<file path="src/rtl/wb_sram_bridge_pkg.sv">
// Shared definitions for the Wishbone-to-asynchronous-SRAM bridge:
// FSM state encoding and the default geometry/timing parameters.
package wb_sram_bridge_pkg;

   localparam int DEF_ADDR_W      = 18;
   localparam int DEF_WAIT_CYCLES = 2;

   typedef enum logic [1:0] {
      IDLE   = 2'd0,
      SETUP  = 2'd1,
      STROBE = 2'd2,
      HOLD   = 2'd3
   } state_t;

endpackage

</file>
<file path="src/rtl/wb_sram_bridge.sv">
// Wishbone classic slave running one asynchronous SRAM access per bus cycle,
// with a programmable strobe width and registered SRAM pins and read data.
module wb_sram_bridge
   import wb_sram_bridge_pkg::*;
#(
   parameter int ADDR_W      = DEF_ADDR_W,
   parameter int WAIT_CYCLES = DEF_WAIT_CYCLES
) (
   input  logic              clk_i,
   input  logic              reset_n_i,
   input  logic              wb_cyc_i,
   input  logic              wb_stb_i,
   input  logic              wb_we_i,
   input  logic [ADDR_W-1:0] wb_adr_i,
   input  logic [3:0]        wb_sel_i,
   input  logic [31:0]       wb_dat_i,
   output logic [31:0]       wb_dat_o,
   output logic              wb_ack_o,
   input  logic [31:0]       sram_dat_i,
   output logic [31:0]       sram_dat_o,
   output logic              sram_dat_oe_o,
   output logic              sram_ncs_o,
   output logic              sram_noe_o,
   output logic              sram_nwe_o,
   output logic [ADDR_W-1:0] sram_addr_o,
   output logic [3:0]        sram_bsel_o
);

   localparam int CNT_W = $clog2(WAIT_CYCLES + 1);

   if (WAIT_CYCLES < 1) begin : g_paramCheck
      $error("wb_sram_bridge: WAIT_CYCLES must be >= 1");
   end

   state_t              r_state;
   state_t              w_nextState;
   logic [CNT_W-1:0]    r_cnt;
   logic [CNT_W-1:0]    w_nextCnt;
   logic                r_we;
   logic [3:0]          r_sel;
   logic                r_abort;
   logic                r_ncs;
   logic                r_noe;
   logic                r_nwe;
   logic                r_datOe;
   logic [3:0]          r_bsel;
   logic                r_ack;
   logic [31:0]         r_rdData;
   logic [31:0]         r_wrData;
   logic [ADDR_W-1:0]   r_adr;

   logic                w_req;
   logic                w_take;
   logic                w_nextWe;
   logic [3:0]          w_nextSel;
   logic                w_nextAbort;
   logic                w_nextBusy;
   logic                w_lastStrobe;

   assign w_req        = wb_cyc_i & wb_stb_i;
   assign w_take       = (r_state == IDLE) & w_req;
   assign w_lastStrobe = (r_state == STROBE) && (r_cnt == CNT_W'(1));

   // The pin registers are loaded from the state being entered, so the
   // request attributes must be taken from the bus on the accepting edge.
   assign w_nextWe    = w_take ? wb_we_i  : r_we;
   assign w_nextSel   = w_take ? wb_sel_i : r_sel;
   assign w_nextAbort = w_take ? 1'b0 : (r_abort | ~wb_cyc_i);
   assign w_nextBusy  = (w_nextState != IDLE);

   always_comb begin
      w_nextState = r_state;
      w_nextCnt   = r_cnt;
      case (r_state)
         IDLE: begin
            if (w_req) w_nextState = SETUP;
         end
         SETUP: begin
            w_nextState = STROBE;
            w_nextCnt   = CNT_W'(WAIT_CYCLES);
         end
         STROBE: begin
            if (r_cnt == CNT_W'(1)) w_nextState = HOLD;
            else                    w_nextCnt   = r_cnt - CNT_W'(1);
         end
         HOLD: begin
            w_nextState = IDLE;
         end
         default: begin
            w_nextState = IDLE;
         end
      endcase
   end

   always_ff @(posedge clk_i or negedge reset_n_i) begin
      if (!reset_n_i) begin
         r_state  <= IDLE;
         r_cnt    <= '0;
         r_we     <= 1'b0;
         r_sel    <= 4'h0;
         r_abort  <= 1'b0;
         r_adr    <= '0;
         r_wrData <= 32'h0;
         r_rdData <= 32'h0;
         r_ncs    <= 1'b1;
         r_noe    <= 1'b1;
         r_nwe    <= 1'b1;
         r_datOe  <= 1'b0;
         r_bsel   <= 4'hF;
         r_ack    <= 1'b0;
      end else begin
         r_state <= w_nextState;
         r_cnt   <= w_nextCnt;
         r_we    <= w_nextWe;
         r_sel   <= w_nextSel;
         r_abort <= w_nextAbort;
         if (w_take) begin
            r_adr    <= wb_adr_i;
            r_wrData <= wb_dat_i;
         end
         if (w_lastStrobe && !r_we) r_rdData <= sram_dat_i;
         // nwe only falls in STROBE, so it rises on entry to HOLD while
         // address, byte enables and data are still held steady.
         r_ncs   <= ~w_nextBusy;
         r_noe   <= ~(~w_nextWe && (w_nextState == SETUP || w_nextState == STROBE));
         r_nwe   <= ~(w_nextWe && (w_nextState == STROBE));
         r_datOe <= w_nextWe && w_nextBusy;
         r_bsel  <= w_nextBusy ? ~w_nextSel : 4'hF;
         r_ack   <= (w_nextState == HOLD) && !w_nextAbort;
      end
   end

   assign wb_dat_o      = r_rdData;
   assign wb_ack_o      = r_ack;
   assign sram_dat_o    = r_wrData;
   assign sram_dat_oe_o = r_datOe;
   assign sram_ncs_o    = r_ncs;
   assign sram_noe_o    = r_noe;
   assign sram_nwe_o    = r_nwe;
   assign sram_addr_o   = r_adr;
   assign sram_bsel_o   = r_bsel;

endmodule
</file>
<file path="config.mk">
export PLATFORM = sky130hd
export DESIGN_NAME = wb_sram_bridge
export DESIGN_NICKNAME = d
export VERILOG_FILES = /design/src/rtl/wb_sram_bridge_pkg.sv /design/src/rtl/wb_sram_bridge.sv
export SDC_FILE = /design/constraint.sdc
export NUM_CORES = 1
export LEC_CHECK = 0
export ABC_AREA = 0
export BUFFER_PORTS_ARGS = -buffer_cell sky130_fd_sc_hd__buf_2
export CAP_MARGIN = 25
export CORE_ASPECT_RATIO = 1.75
export CORE_MARGIN = 1
export CORE_UTILIZATION = 50
export DETAILED_ROUTE_END_ITERATION = 7
export MAX_ROUTING_LAYER = met4
export PLACE_DENSITY = 0.94
export REMOVE_ABC_BUFFERS = 1
export SLEW_MARGIN = 20
export SYNTH_ARGS = -nofsm -noshare
export SYNTH_HDL_FRONTEND = slang
export SYNTH_SLANG_ARGS = --single-unit
export TNS_END_PERCENT = 50
</file>
<file path="constraint.sdc">
create_clock -name clk_i -period 4.2 [get_ports clk_i]
set_input_delay 0.84 -clock clk_i [delete_from_list [all_inputs] [get_ports clk_i]]
set_output_delay 0.84 -clock clk_i [all_outputs]
set_load 0.02 [all_outputs]
</file>
======== Yosys cells after proc, flatten, opt, wreduce, memory -nomap -nowiden ========
Index checks and enable logic that the tools add are counted.
storage, ports and cells
  register bits ........................... 101
  bits of input ports ..................... 91
  logic and storage cells ................. 54
operators by class
  $add $sub $neg .......................... 1
  equal/unequal tests ..................... 8
  multiplexer cells ....................... 9
  bitwise gates (word level) .............. 9
  reductions and logical operators ........ 13
operators with widths
  cell                 count
  $eq 2x2->1 const B   4
  $mux 4               2
  $pmux 2 s4           1
  $eq 2x1->1 const B   3
  $logic_and 1x1->1    6
  $mux 2               3
  $not 1->1            5
  $not 4->4            1
  $pmux 2 s2           1
  $reduce_bool 2->1    2
  $and 1x1->1          2
  $logic_not 1->1      2
  $logic_not 2->1      1
  $mux 1               2
  $ne 2x2->1 const B   1
  $reduce_and 2->1     1
  $sub 2x1->2 const B  1
  $logic_or 1x1->1     1
  $or 1x1->1           1

======== Longest topological paths before layout ========
Gate-level depths: netlist of the first run.
  depth in word-level cells ............... 7
  depth in mapped cells ................... 7

======== Worst setup path after synthesis of the first run ========
OpenSTA, ideal clock, no wires.
  kind .................................... input -> register
  start ................................... input port wb_cyc_i
  end ..................................... register r_ack (netlist: wb_ack_o)
  setup time .............................. 120 ps
  arrival ................................. 1,932 ps
  required time ........................... 4,080 ps
  path slack .............................. 2,148 ps
  cell stages on the path ................. 5
  cells stage by stage .................... and3_2 > o32ai_1 > inv_1 > ha_1 > and3_2
between the ends
  cells in the longest elaborated chain, start to end .. 5
  elaborated cells between the ends (all ways) .. 10
  classes of those cells .................. 1 x eq/ne; 3 x mux; 4 x bitwise; 2 x reduce/logical
ends and longest elaborated chain
  item                  RTL line               text
  start, declared       wb_sram_bridge.sv:11   input logic wb_cyc_i,
  $and 1x1->1           wb_sram_bridge.sv:60   assign w_req = wb_cyc_i & wb_stb_i;
  $mux 2                wb_sram_bridge.sv:76   if (w_req) w_nextState = SETUP;
  $pmux 2 s4            wb_sram_bridge.sv:74   case (r_state)
  net w_nextState[0]    wb_sram_bridge.sv:36   state_t w_nextState;
  $eq 2x2->1            wb_sram_bridge.sv:129  r_ack <= (w_nextState == HOLD) && !w_nextAbort;
  $logic_and 1x1->1     wb_sram_bridge.sv:129
  end signal, assigned  wb_sram_bridge.sv:129
  end, declared         wb_sram_bridge.sv:47   logic r_ack;
The timed path passes the listed nets, and every way through them passes these cells.
A chain may end at the register's enable or synchronous reset.

======== Worst setup path after layout of the first run ========
  start ................................... register r_state[0]
  end ..................................... register r_ack (netlist: wb_ack_o)
between the ends
  elaborated cells between the ends (all ways) .. 12
  classes of those cells .................. 4 x eq/ne; 4 x mux; 1 x bitwise; 3 x reduce/logical
RTL lines
  item                                RTL line               text
  start, declared                     wb_sram_bridge.sv:35   state_t r_state;
  start signal, assigned              wb_sram_bridge.sv:112  r_state <= w_nextState;
  $eq 2x2->1 (tied with other cells)  wb_sram_bridge.sv:74
  $pmux 2 s4 (*)                      wb_sram_bridge.sv:74
  net w_nextState[0]                  wb_sram_bridge.sv:36
  $eq 2x2->1 (*)                      wb_sram_bridge.sv:129
  $logic_and 1x1->1 (*)               wb_sram_bridge.sv:129
The timed path passes the listed nets; every way through them passes the cells marked *.

==> impl_metrics.py, run 1 <==
metrics = {
    "run_status": {
        "outcome": "finished clean",
    },
    "finish": {
        "drive_gt1_share_pct": 69.0,
        "synthToLayoutAreaGrowth_pct": 30.2,
        "nFillCells": 566,
        "multiInputGateArea_um2": 1240,
        "post_layout_nonfiller_instances": 510,
        "antenna_cells_inserted": 0,
        "final_util_pct": 67.3,
        "seq_area_um2": 2540,
        "nNetsFinal": 517,
    },
    "worst_setup_path": {
        "timing.critical_path.cells": "inv_1 -> ha_1 -> and3_2 -> o32ai_1 -> inv_1 -> ha_1 -> and3_2",
        "cp-end-kind": "flip-flop",
        "critical_path_arrival_ps": 2340,
        "setup.reg_to_reg.worst_slack_ps": 2070,
        "path_max_fanout": 4,
        "critical-path-slowest-cell": "o32ai_1",
        "cp_num_buf_inv": 2,
        "cp_top_family": "compound AO/OA/AOI/OAI gates",
        "timing.critical_path.slowest_cell_delay_ps": 530,
        "cp-start-kind": "flip-flop",
        "worst_r2r_endpoint": "wb_ack_o",
        "worst-r2r-cell-count": 7,
        "critPathKind": "reg2reg",
        "worstReg2RegStart": "r_state[0]",
        "required_ps": 4420,
    },
    "sta": {
        "finalCriticalPeriod_ps": 2130,
        "rsz_0062_raised_after_global_routing": "false",
        "setup-tns-final_ps": 0,
        "setup_viol_count_final": 0,
        "whs_ps": 496,
        "finalHoldViolCount": 0,
        "layout_worst_path_cycle_share_pct": 50.6,
        "slew-limit-headroom_pct": 45.3,
        "fin_worst_skew_ps": 7.67,
        "max_clock_freq_mhz": 470,
        "finalMaxSlewViolations": 0,
        "max_slew.worst_pin.slew_ps": 816,
    },
    "route": {
        "routed_wirelength_um": 8060,
        "drt-initial-drc-count": 71,
        "antenna_left": 0,
        "dr.pass1.iters": 4,
        "drt-wirelength-per-cell_um": 15.8,
        "remaining_drc_errors": 0,
        "detailroute.via_count": 2528,
        "routed_via_density": 4.96,
    },
    "power": {
        "p_leak_nw": 2.60,
        "power_dens_cells_nw_per_um2": 843,
        "vdd_drop_max_mv": 0.476,
        "power.total_mw": 4.29,
    },
    "clock_network": {
        "tritoncts": "yes",
        "post-cts-setup-buffer-count": 0,
        "postCtsHoldBufs": 0,
        "cts_resized": 0,
        "clk_pin_slew_worst_paths_ps": 60,
        "clock-sinks": 101,
        "worstSkewPairLatency_ps": 330,
        "cts.path.max_buffers": 2,
        "root_buffer_cell": "clkbuf_16",
        "cts_made_buffers": 9,
        "h-tree-depth": 3,
    },
    "synthesis": {
        "area_of_the_mapped_netlist_um2": 3910,
        "synthDominantCellAreaShare_pct": 60.2,
        "synth_commonest_cells": "94 x dfrtp_1, 82 x mux2_2, 9 x ha_1",
        "sequential_share_of_the_synthesized_area_pct": 64.9,
        "total_of_flip_flops_plus_latches_after_synthesis": 101,
        "most_frequently_used_cell_type_in_the_post_synthesis_netlist": "dfrtp_1",
        "synth_cell_types": 19,
        "netlist_instances": 232,
        "postSynthAreaPerCell_um2": 16.9,
        "synth_edf_count": 0,
        "synth_warnings": 0,
        "synthArstFlopShare_pct": 100,
        "postSynth.topFlopCell": "dfrtp_1",
        "synth_top_cells_by_area": "dfrtp_1 60%, mux2_2 24%, dfstp_2 4.7%",
        "dominant_cell_type_by_area_after_synthesis": "dfrtp_1",
    },
    "grt": {
        "globalRouteOverflowTotal": 0,
        "vias_in_the_first_global_route": 2690,
        "antenna_found_initial": 0,
        "global_route.usage.total_pct": 21.7,
        "grt_first_pass_wirelength_um": 12600,
        "grt_start_max_net_pins": 91,
    },
    "floorplanning": {
        "placeableCoreArea_um2": 7570,
        "start_util_pct": 51.7,
        "std_cell_rows": 42,
        "die_h_um": 119,
        "io-pin-count": 182,
        "fp.dieW_um": 68.8,
        "fp.dieArea_um2": 8190,
    },
    "hold_path": {
        "hp-start": "r_cnt[0]",
        "min_delay_path_depth": 1,
        "holdPathEnd": "r_cnt[0]",
        "worstHoldPathType": "reg2reg",
    },
    "flow_run": {
        "cap_viol_max_count": 0,
    },
    "place": {
        "port_buf_inserts": 181,
        "numPlacedInstances": 494,
        "place.detailed.hpwl_um": 6080,
        "place_congestion": 0.785,
    },
}
## per-layer routing
| layer | GRT usage, % | share of wire [%] | vias up |
|---|---|---|---|
| met5 | - | 0 | - |
| met4 | 12.0 | 3.0 | 0 |
| met3 | 4.79 | 4.6 | 21 |
| met2 | 36.5 | 57 | 97 |
| met1 | 22.3 | 35 | 1245 |
| li1 | - | - | 1165 |
## per-stage QoR
stage                     area (um2)  worst slack [ps]
after floorplan                 3810              2150
after global placement          4830              1900
after global routing            5090              1940
after detailed placement        4830              1790
final                           5090              2070
after CTS                       5090              2070
## area by class of cell
class / count / share of cell area [%]
Sequential cell: 101 / 49.8
Tap cell: 88 / 2.16
Timing Repair Buffer: 182 / 18.1
Inverter: 7 / 0.516
Clock inverter: 3 / 0.295
Clock buffer: 13 / 4.72
Multi-Input combinational cell: 116 / 24.4
## sequential cells by signal, summed over array words and instances (netlist names)
signal and flops:
r_abort 1, r_cnt 2, r_sel 4, r_state 2, r_we 1, sram_addr_o 18, sram_bsel_o 4, sram_dat_o 32
sram_dat_oe_o 1, sram_ncs_o 1, sram_noe_o 1, sram_nwe_o 1, wb_ack_o 1, wb_dat_o 32
## where the power goes
group	switching (mW)	internal [mW]	total [mW]
registers	0.216	1.48	1.69
logic	1.07	0.804	1.88
clock network	0.322	0.399	0.722
## placed cells by master, fill, tap and decap left out
master,instances
nand2_1,4
ha_1,9
mux2_2,82
clkinv_2,3
o21ai_0,1
clkbuf_1,4
dfstp_2,7
nand3_4,1
clkbuf_16,9
nor2b_1,1
inv_1,7
and3_2,2
mux2_4,4
nand2b_1,6
dfrtp_1,94
nand3b_2,1
o22a_1,1
o32ai_1,1
nor2_1,1
buf_4,1
buf_6,1
mux2i_1,2
buf_2,180
## worst max path at each step
stage / slack [ps] / endpoint / cells after the start / start
2_1_floorplan: 2150 / wb_ack_o / 5 / wb_cyc_i
3_3_place_gp: 1900 / wb_ack_o / 6 / wb_cyc_i
3_5_place_dp: 1790 / wb_ack_o / 6 / wb_cyc_i
4_1_cts: 2070 / wb_ack_o / 7 / r_state[0]
5_1_grt: 1940 / wb_ack_o / 7 / r_state[0]
6_report: 2070 / wb_ack_o / 7 / r_state[0]
## cells by family after synthesis
logic type	count (synthesis)	share of synthesized area (%)
mux	88	25.7
simple gates	16	2.72
flops	101	64.9
buf+inv	15	3.30
compound gates	3	0.576
fa+ha+maj	9	2.88
(Power assumes the default switching activity.)
==> inputs of run 2 (changes only) <==
Settings changed: CORE_UTILIZATION 50 to 42, PLACE_DENSITY 0.94 to 0.85.
Clock period 4.2 ns to 1.84 ns, I/O delays scaled along.
==> impl_metrics.py, run 2 (synthesis gave the netlist of run 1 again) <==
metrics = {
    "run_status": {
        "outcome": "finished clean",
    },
    "worst_setup_path": {
        "worstReg2RegStart": "r_state[0]",
        "cp_top_family": "adder cells",
        "path_max_fanout": 3,
        "cp_num_cells": 7,
        "cp-start-kind": "flip-flop",
        "worst_r2r_endpoint": "sram_noe_o",
        "setup.reg_to_reg.worst_slack_ps": 60,
        "critical_path_arrival_ps": 2030,
        "required_ps": 2100,
        "worst_setup_path_endpoint": "sram_noe_o",
        "critical_path.startpoint": "r_state[0]",
        "cp_num_buf_inv": 2,
        "critical-path-slowest-cell": "dfrtp_1",
        "cp-end-kind": "flip-flop",
        "worst-r2r-cell-count": 7,
        "timing.critical_path.slowest_cell_delay_ps": 370,
        "critPathKind": "reg2reg",
        "timing.critical_path.cells": "inv_2 -> ha_4 -> and3_2 -> o32ai_4 -> buf_6 -> ha_1 -> nand2b_1",
    },
    "route": {
        "antenna_left": 0,
        "drt-wirelength-per-cell_um": 15.2,
        "routed_wirelength_um": 8330,
        "dr.pass1.iters": 4,
        "drt-initial-drc-count": 47,
        "routed_via_density": 4.74,
        "remaining_drc_errors": 0,
        "detailroute.via_count": 2592,
    },
    "floorplanning": {
        "io-pin-count": 182,
        "fp.dieW_um": 74.9,
        "placeableCoreArea_um2": 9040,
        "fp.dieArea_um2": 9710,
        "start_util_pct": 43.3,
        "std_cell_rows": 46,
        "die_h_um": 130,
    },
    "grt": {
        "globalRouteOverflowTotal": 0,
        "grt_start_max_net_pins": 102,
        "globalRouteMet3Util_pct": 3.58,
        "global_route.usage.total_pct": 17.9,
        "grt_busiest_layer": "met2",
        "antenna_found_initial": 0,
        "global_route.usage.met1_pct": 18.2,
        "grt_first_pass_wirelength_um": 12300,
        "grt.met2_usage_pct": 31.1,
        "vias_in_the_first_global_route": 2586,
    },
    "sta": {
        "setup_viol_count_final": 0,
        "layout_setup_ws_ps": 64.9,
        "layout_worst_path_cycle_share_pct": 96.5,
        "rsz_0062_raised_after_global_routing": "false",
        "max_slew.worst_pin.slew_ps": 527,
        "setup-tns-final_ps": 0,
        "slew-limit-headroom_pct": 64.9,
        "fin_worst_skew_ps": 8.29,
        "finalHoldViolCount": 0,
        "finalMaxSlewViolations": 0,
        "finalCriticalPeriod_ps": 1780,
        "max_clock_freq_mhz": 563,
    },
    "clock_network": {
        "cts_made_buffers": 9,
        "tritoncts": "yes",
        "clock-sinks": 101,
        "clk_pin_slew_worst_paths_ps": 70,
        "h-tree-depth": 3,
        "worstSkewPairLatency_ps": 340,
        "root_buffer_cell": "clkbuf_16",
        "postCtsHoldBufs": 0,
        "cts.path.max_buffers": 2,
    },
    "place": {
        "numPlacedInstances": 530,
        "placedInstanceArea_um2": 4950,
        "place.detailed.hpwl_um": 6220,
        "place_congestion": 0.796,
        "port_buf_inserts": 181,
        "dp_slack_ps": -36.5,
    },
    "power": {
        "vdd_drop_max_mv": 1.02,
        "sw_frac_of_total_pct": 37.0,
        "power.switching_mw": 3.79,
        "internal_power_mw": 6.46,
        "clock_power_share_pct": 18.7,
        "power_frac_seq_pct": 37.8,
        "power.combinational.fraction_pct": 43.5,
        "power_dens_cells_nw_per_um2": 1930,
        "p_leak_nw": 2.67,
    },
    "finish": {
        "nNetsFinal": 522,
        "final_util_pct": 58.8,
        "final_common_cell": "buf_2",
        "drive_gt1_share_pct": 71.4,
        "layout_common_cells": "180 x buf_2, 94 x dfrtp_1, 82 x mux2_2, 9 x clkbuf_16",
        "synthToLayoutAreaGrowth_pct": 35.8,
        "final_non_filler_cell_area_um2": 5310,
        "antenna_cells_inserted": 0,
        "nFillCells": 774,
        "post_layout_nonfiller_instances": 547,
    },
    "hold_path": {
        "worstHoldPathType": "in2async",
    },
    "flow_run": {
        "cap_viol_max_count": 0,
    },
}
-- run 2: cell types whose count changed in the layout (fill, tap and decap cells not counted), moves of 2 or more --
cell / previous run / this run
clkinv_2: 3 / 1
inv_1: 7 / 5
clkbuf_1: 4 / 0
clkbuf_8: 0 / 2
clkinvlp_4: 0 / 2
inv_2: 0 / 2
buf_12: 0 / 4
ha_1: 9 / 7
-- run 2: worst register-to-register path, cell delays in order (launching register included) --
cell and delay, ps:
dfrtp_1 370, inv_2 70, ha_4 180, and3_2 240, o32ai_4 310, buf_6 150
ha_1 230, nand2b_1 160
-- run 2: what timing repair did --
item	CTS	global route
endpoints found under the setup margin	7	7
pin swaps	0	1
buffers inserted	1	0
endpoints found under the hold margin	0	0
resized for setup	1	7
-- run 2: worst min path at each step --
| stage | cells after the start | start | endpoint |
|---|---|---|---|
| 2_1_floorplan | 0 | reset_n_i | r_abort |
| 3_3_place_gp | 2 | r_abort | r_abort |
| 3_5_place_dp | 2 | r_abort | r_abort |
| 4_1_cts | 2 | reset_n_i | sram_dat_o[17] |
| 5_1_grt | 2 | reset_n_i | wb_dat_o[19] |
| 6_report | 2 | reset_n_i | wb_dat_o[19] |
-- run 2: per-stage QoR --
stage | total power, mW | hold slack (ps)
2_1_floorplan | 6.65 | 72.4
3_3_place_gp | 8.09 | 454
3_5_place_dp | 8.30 | 465
4_1_cts | 10.3 | 98.0
5_1_grt | 10.8 | 119
6_report | 10.2 | 75.6
-- run 2: per-layer routing --
layer  wire [um]  vias to the layer above
met5           0                        -
met4         252                        0
met3         315                       19
met2        4820                       92
met1        2940                     1294
li1            -                     1187
-- run 2: area by class of cell --
| type | instances | area (um2) | share of cell area, % |
|---|---|---|---|
| flip-flops and latches | 101 | 2540 | 47.8 |
| clock buffers | 11 | 253 | 4.76 |
| multi-input cells | 116 | 1280 | 24.1 |
| repair buffers | 187 | 1010 | 19.0 |
| clock inverters | 5 | 58.8 | 1.11 |
| well taps | 120 | 150 | 2.83 |
| inverters | 7 | 26.3 | 0.495 |
-- run 2: power groups by stage --
stage	registers (mW)	clock network (mW)	logic (mW)
2_1_floorplan	5.14	0	1.51
3_3_place_gp	3.84	0	4.25
3_5_place_dp	3.91	0	4.39
4_1_cts	3.87	1.98	4.43
5_1_grt	4.02	2.06	4.76
6_report	3.87	1.92	4.46
==> inputs of run 3 (changes only) <==
Settings changed: CORE_MARGIN 1 to 2, HOLD_SLACK_MARGIN from default to 0.06.
==> impl_metrics.py, run 3 (synthesis gave the netlist of run 1 again) <==
metrics = {
    "run_status": {
        "outcome": "finished clean",
    },
    "sta": {
        "finalCriticalPeriod_ps": 1760,
        "fin_worst_skew_ps": 5.83,
        "rsz_0062_raised_after_global_routing": "true",
        "layout_setup_ws_ps": 82.4,
        "layout_worst_path_cycle_share_pct": 95.5,
        "setup_viol_count_final": 0,
        "max_slew.worst_pin.slew_ps": 369,
        "whs_ps": 250,
        "finalHoldViolCount": 0,
        "finalMaxSlewViolations": 0,
        "max_clock_freq_mhz": 569,
        "slew-limit-headroom_pct": 75.4,
    },
    "finish": {
        "nFillCells": 751,
        "nNetsFinal": 524,
        "post_layout_nonfiller_instances": 549,
        "synthToLayoutAreaGrowth_pct": 36.1,
        "multiInputGateArea_um2": 1270,
        "drive_gt1_share_pct": 69.9,
        "layout_common_cells": "180 x buf_2, 94 x dfrtp_1, 82 x mux2_2, 9 x clkbuf_16, 8 x ha_1",
        "final_common_cell": "buf_2",
        "antenna_cells_inserted": 0,
        "seq_area_um2": 2540,
    },
    "power": {
        "clock_power_share_pct": 19.0,
        "power.switching_mw": 3.76,
        "internal_power_mw": 6.50,
        "power_frac_seq_pct": 37.5,
        "power_dens_cells_nw_per_um2": 1930,
        "sw_frac_of_total_pct": 36.6,
        "vdd_drop_max_mv": 0.960,
        "p_leak_nw": 2.68,
        "power.combinational.fraction_pct": 43.5,
    },
    "grt": {
        "vias_in_the_first_global_route": 2788,
        "globalRouteOverflowTotal": 0,
        "global_route.usage.total_pct": 18.2,
        "grt_first_pass_wirelength_um": 13700,
        "grt_start_max_net_pins": 44,
        "antenna_found_initial": 0,
    },
    "route": {
        "dr.pass1.iters": 5,
        "routed_via_density": 4.74,
        "antenna_left": 0,
        "drt-initial-drc-count": 92,
        "routed_wirelength_um": 8610,
        "drt-wirelength-per-cell_um": 15.7,
        "detailroute.via_count": 2603,
        "remaining_drc_errors": 0,
    },
    "worst_setup_path": {
        "worst-r2r-cell-count": 7,
        "required_ps": 2100,
        "critical_path.startpoint": "r_state[0]",
        "timing.critical_path.slowest_cell_delay_ps": 340,
        "worst_r2r_endpoint": "sram_noe_o",
        "cp_top_family": "adder cells",
        "critical-path-slowest-cell": "dfrtp_1",
        "worst_setup_path_endpoint": "sram_noe_o",
        "cp-end-kind": "flip-flop",
        "critical_path_arrival_ps": 2020,
        "cp_num_cells": 7,
        "setup.reg_to_reg.worst_slack_ps": 80,
        "timing.critical_path.cells": "inv_1 -> ha_2 -> and3_2 -> o32ai_4 -> buf_4 -> ha_1 -> nand2b_1",
        "path_max_fanout": 3,
        "critPathKind": "reg2reg",
        "cp_num_buf_inv": 2,
        "worstReg2RegStart": "r_state[0]",
        "cp-start-kind": "flip-flop",
    },
    "floorplanning": {
        "fp.dieW_um": 76.9,
        "start_util_pct": 43.3,
        "std_cell_rows": 46,
        "fp.dieArea_um2": 10100,
        "io-pin-count": 182,
        "die_h_um": 132,
        "placeableCoreArea_um2": 9040,
    },
    "clock_network": {
        "cts.path.max_buffers": 2,
        "h-tree-depth": 3,
        "root_buffer_cell": "clkbuf_16",
        "worstSkewPairLatency_ps": 340,
        "clock-sinks": 101,
        "tritoncts": "yes",
        "cts_made_buffers": 9,
        "clk_pin_slew_worst_paths_ps": 60,
    },
    "flow_run": {
        "cap_viol_max_count": 0,
    },
    "place": {
        "port_buf_inserts": 181,
        "place_congestion": 0.809,
        "numPlacedInstances": 531,
        "dp_slack_ps": -60.8,
        "place.detailed.hpwl_um": 6660,
    },
    "hold_path": {
        "hp-start": "wb_cyc_i",
        "worstHoldPathType": "in2reg",
    },
}
-- run 3: cell count changes in the layout (fill, tap and decap cells not counted), sizes merged --
cell	previous run	this run
clkinv	2	1
clkbuf	11	12
clkinvlp	2	1
dlygate4sd3	0	1
buf	187	188
bufinv	1	2
-- run 3: layout make-up --
type	instances	area share [%]
flip-flops and latches	101	47.7
multi-input cells	116	23.8
repair buffers	189	19.4
clock buffers	12	4.44
well taps	120	2.82
clock inverters	4	1.36
inverters	7	0.494
-- run 3: worst min-delay path by stage --
stage / to / slack, ps / cells after the start
3_3_place_gp: wb_dat_o[23] / 310 / 1
5_1_grt: sram_addr_o[4] / 240 / 2
2_1_floorplan: r_abort / 70 / 0
4_1_cts: r_abort / 240 / 2
6_report: r_abort / 250 / 2
3_5_place_dp: wb_dat_o[24] / 310 / 1
-- run 3: power by group through the flow --
stage	registers, mW	logic (mW)	clock network (mW)
2_1_floorplan	5.14	1.51	0
3_3_place_gp	3.83	4.29	0
3_5_place_dp	3.90	4.42	0
4_1_cts	3.86	4.51	2.01
5_1_grt	3.99	4.74	2.09
6_report	3.85	4.46	1.95
-- run 3: what timing repair did --
action / CTS / global route
setup buffers: 1 / 0
pin swaps: 0 / 0
resized for setup: 2 / 1
hold endpoints to repair: 18 / 0
hold buffers: 1 / 0
setup endpoints to repair: 7 / 7
-- run 3: stage by stage --
stage / TNS (ps) / area [um2] / power [mW] / utilization (%)
global route: -39.6 / 5320 / 10.8 / 58.9
floorplan: -25.4 / 3810 / 6.65 / -
global placement: 0 / 4970 / 8.12 / 55.0
detailed placement: -218 / 4970 / 8.32 / 55.0
CTS: 0 / 5320 / 10.4 / 58.9
finish: 0 / 5320 / 10.3 / 58.9
-- run 3: routing by layer --
layer	GRT usage [%]	part of all wire (%)
met1	17.7	34
met2	32.3	58
met3	3.91	4.1
met4	11.3	4.2
met5	-	0
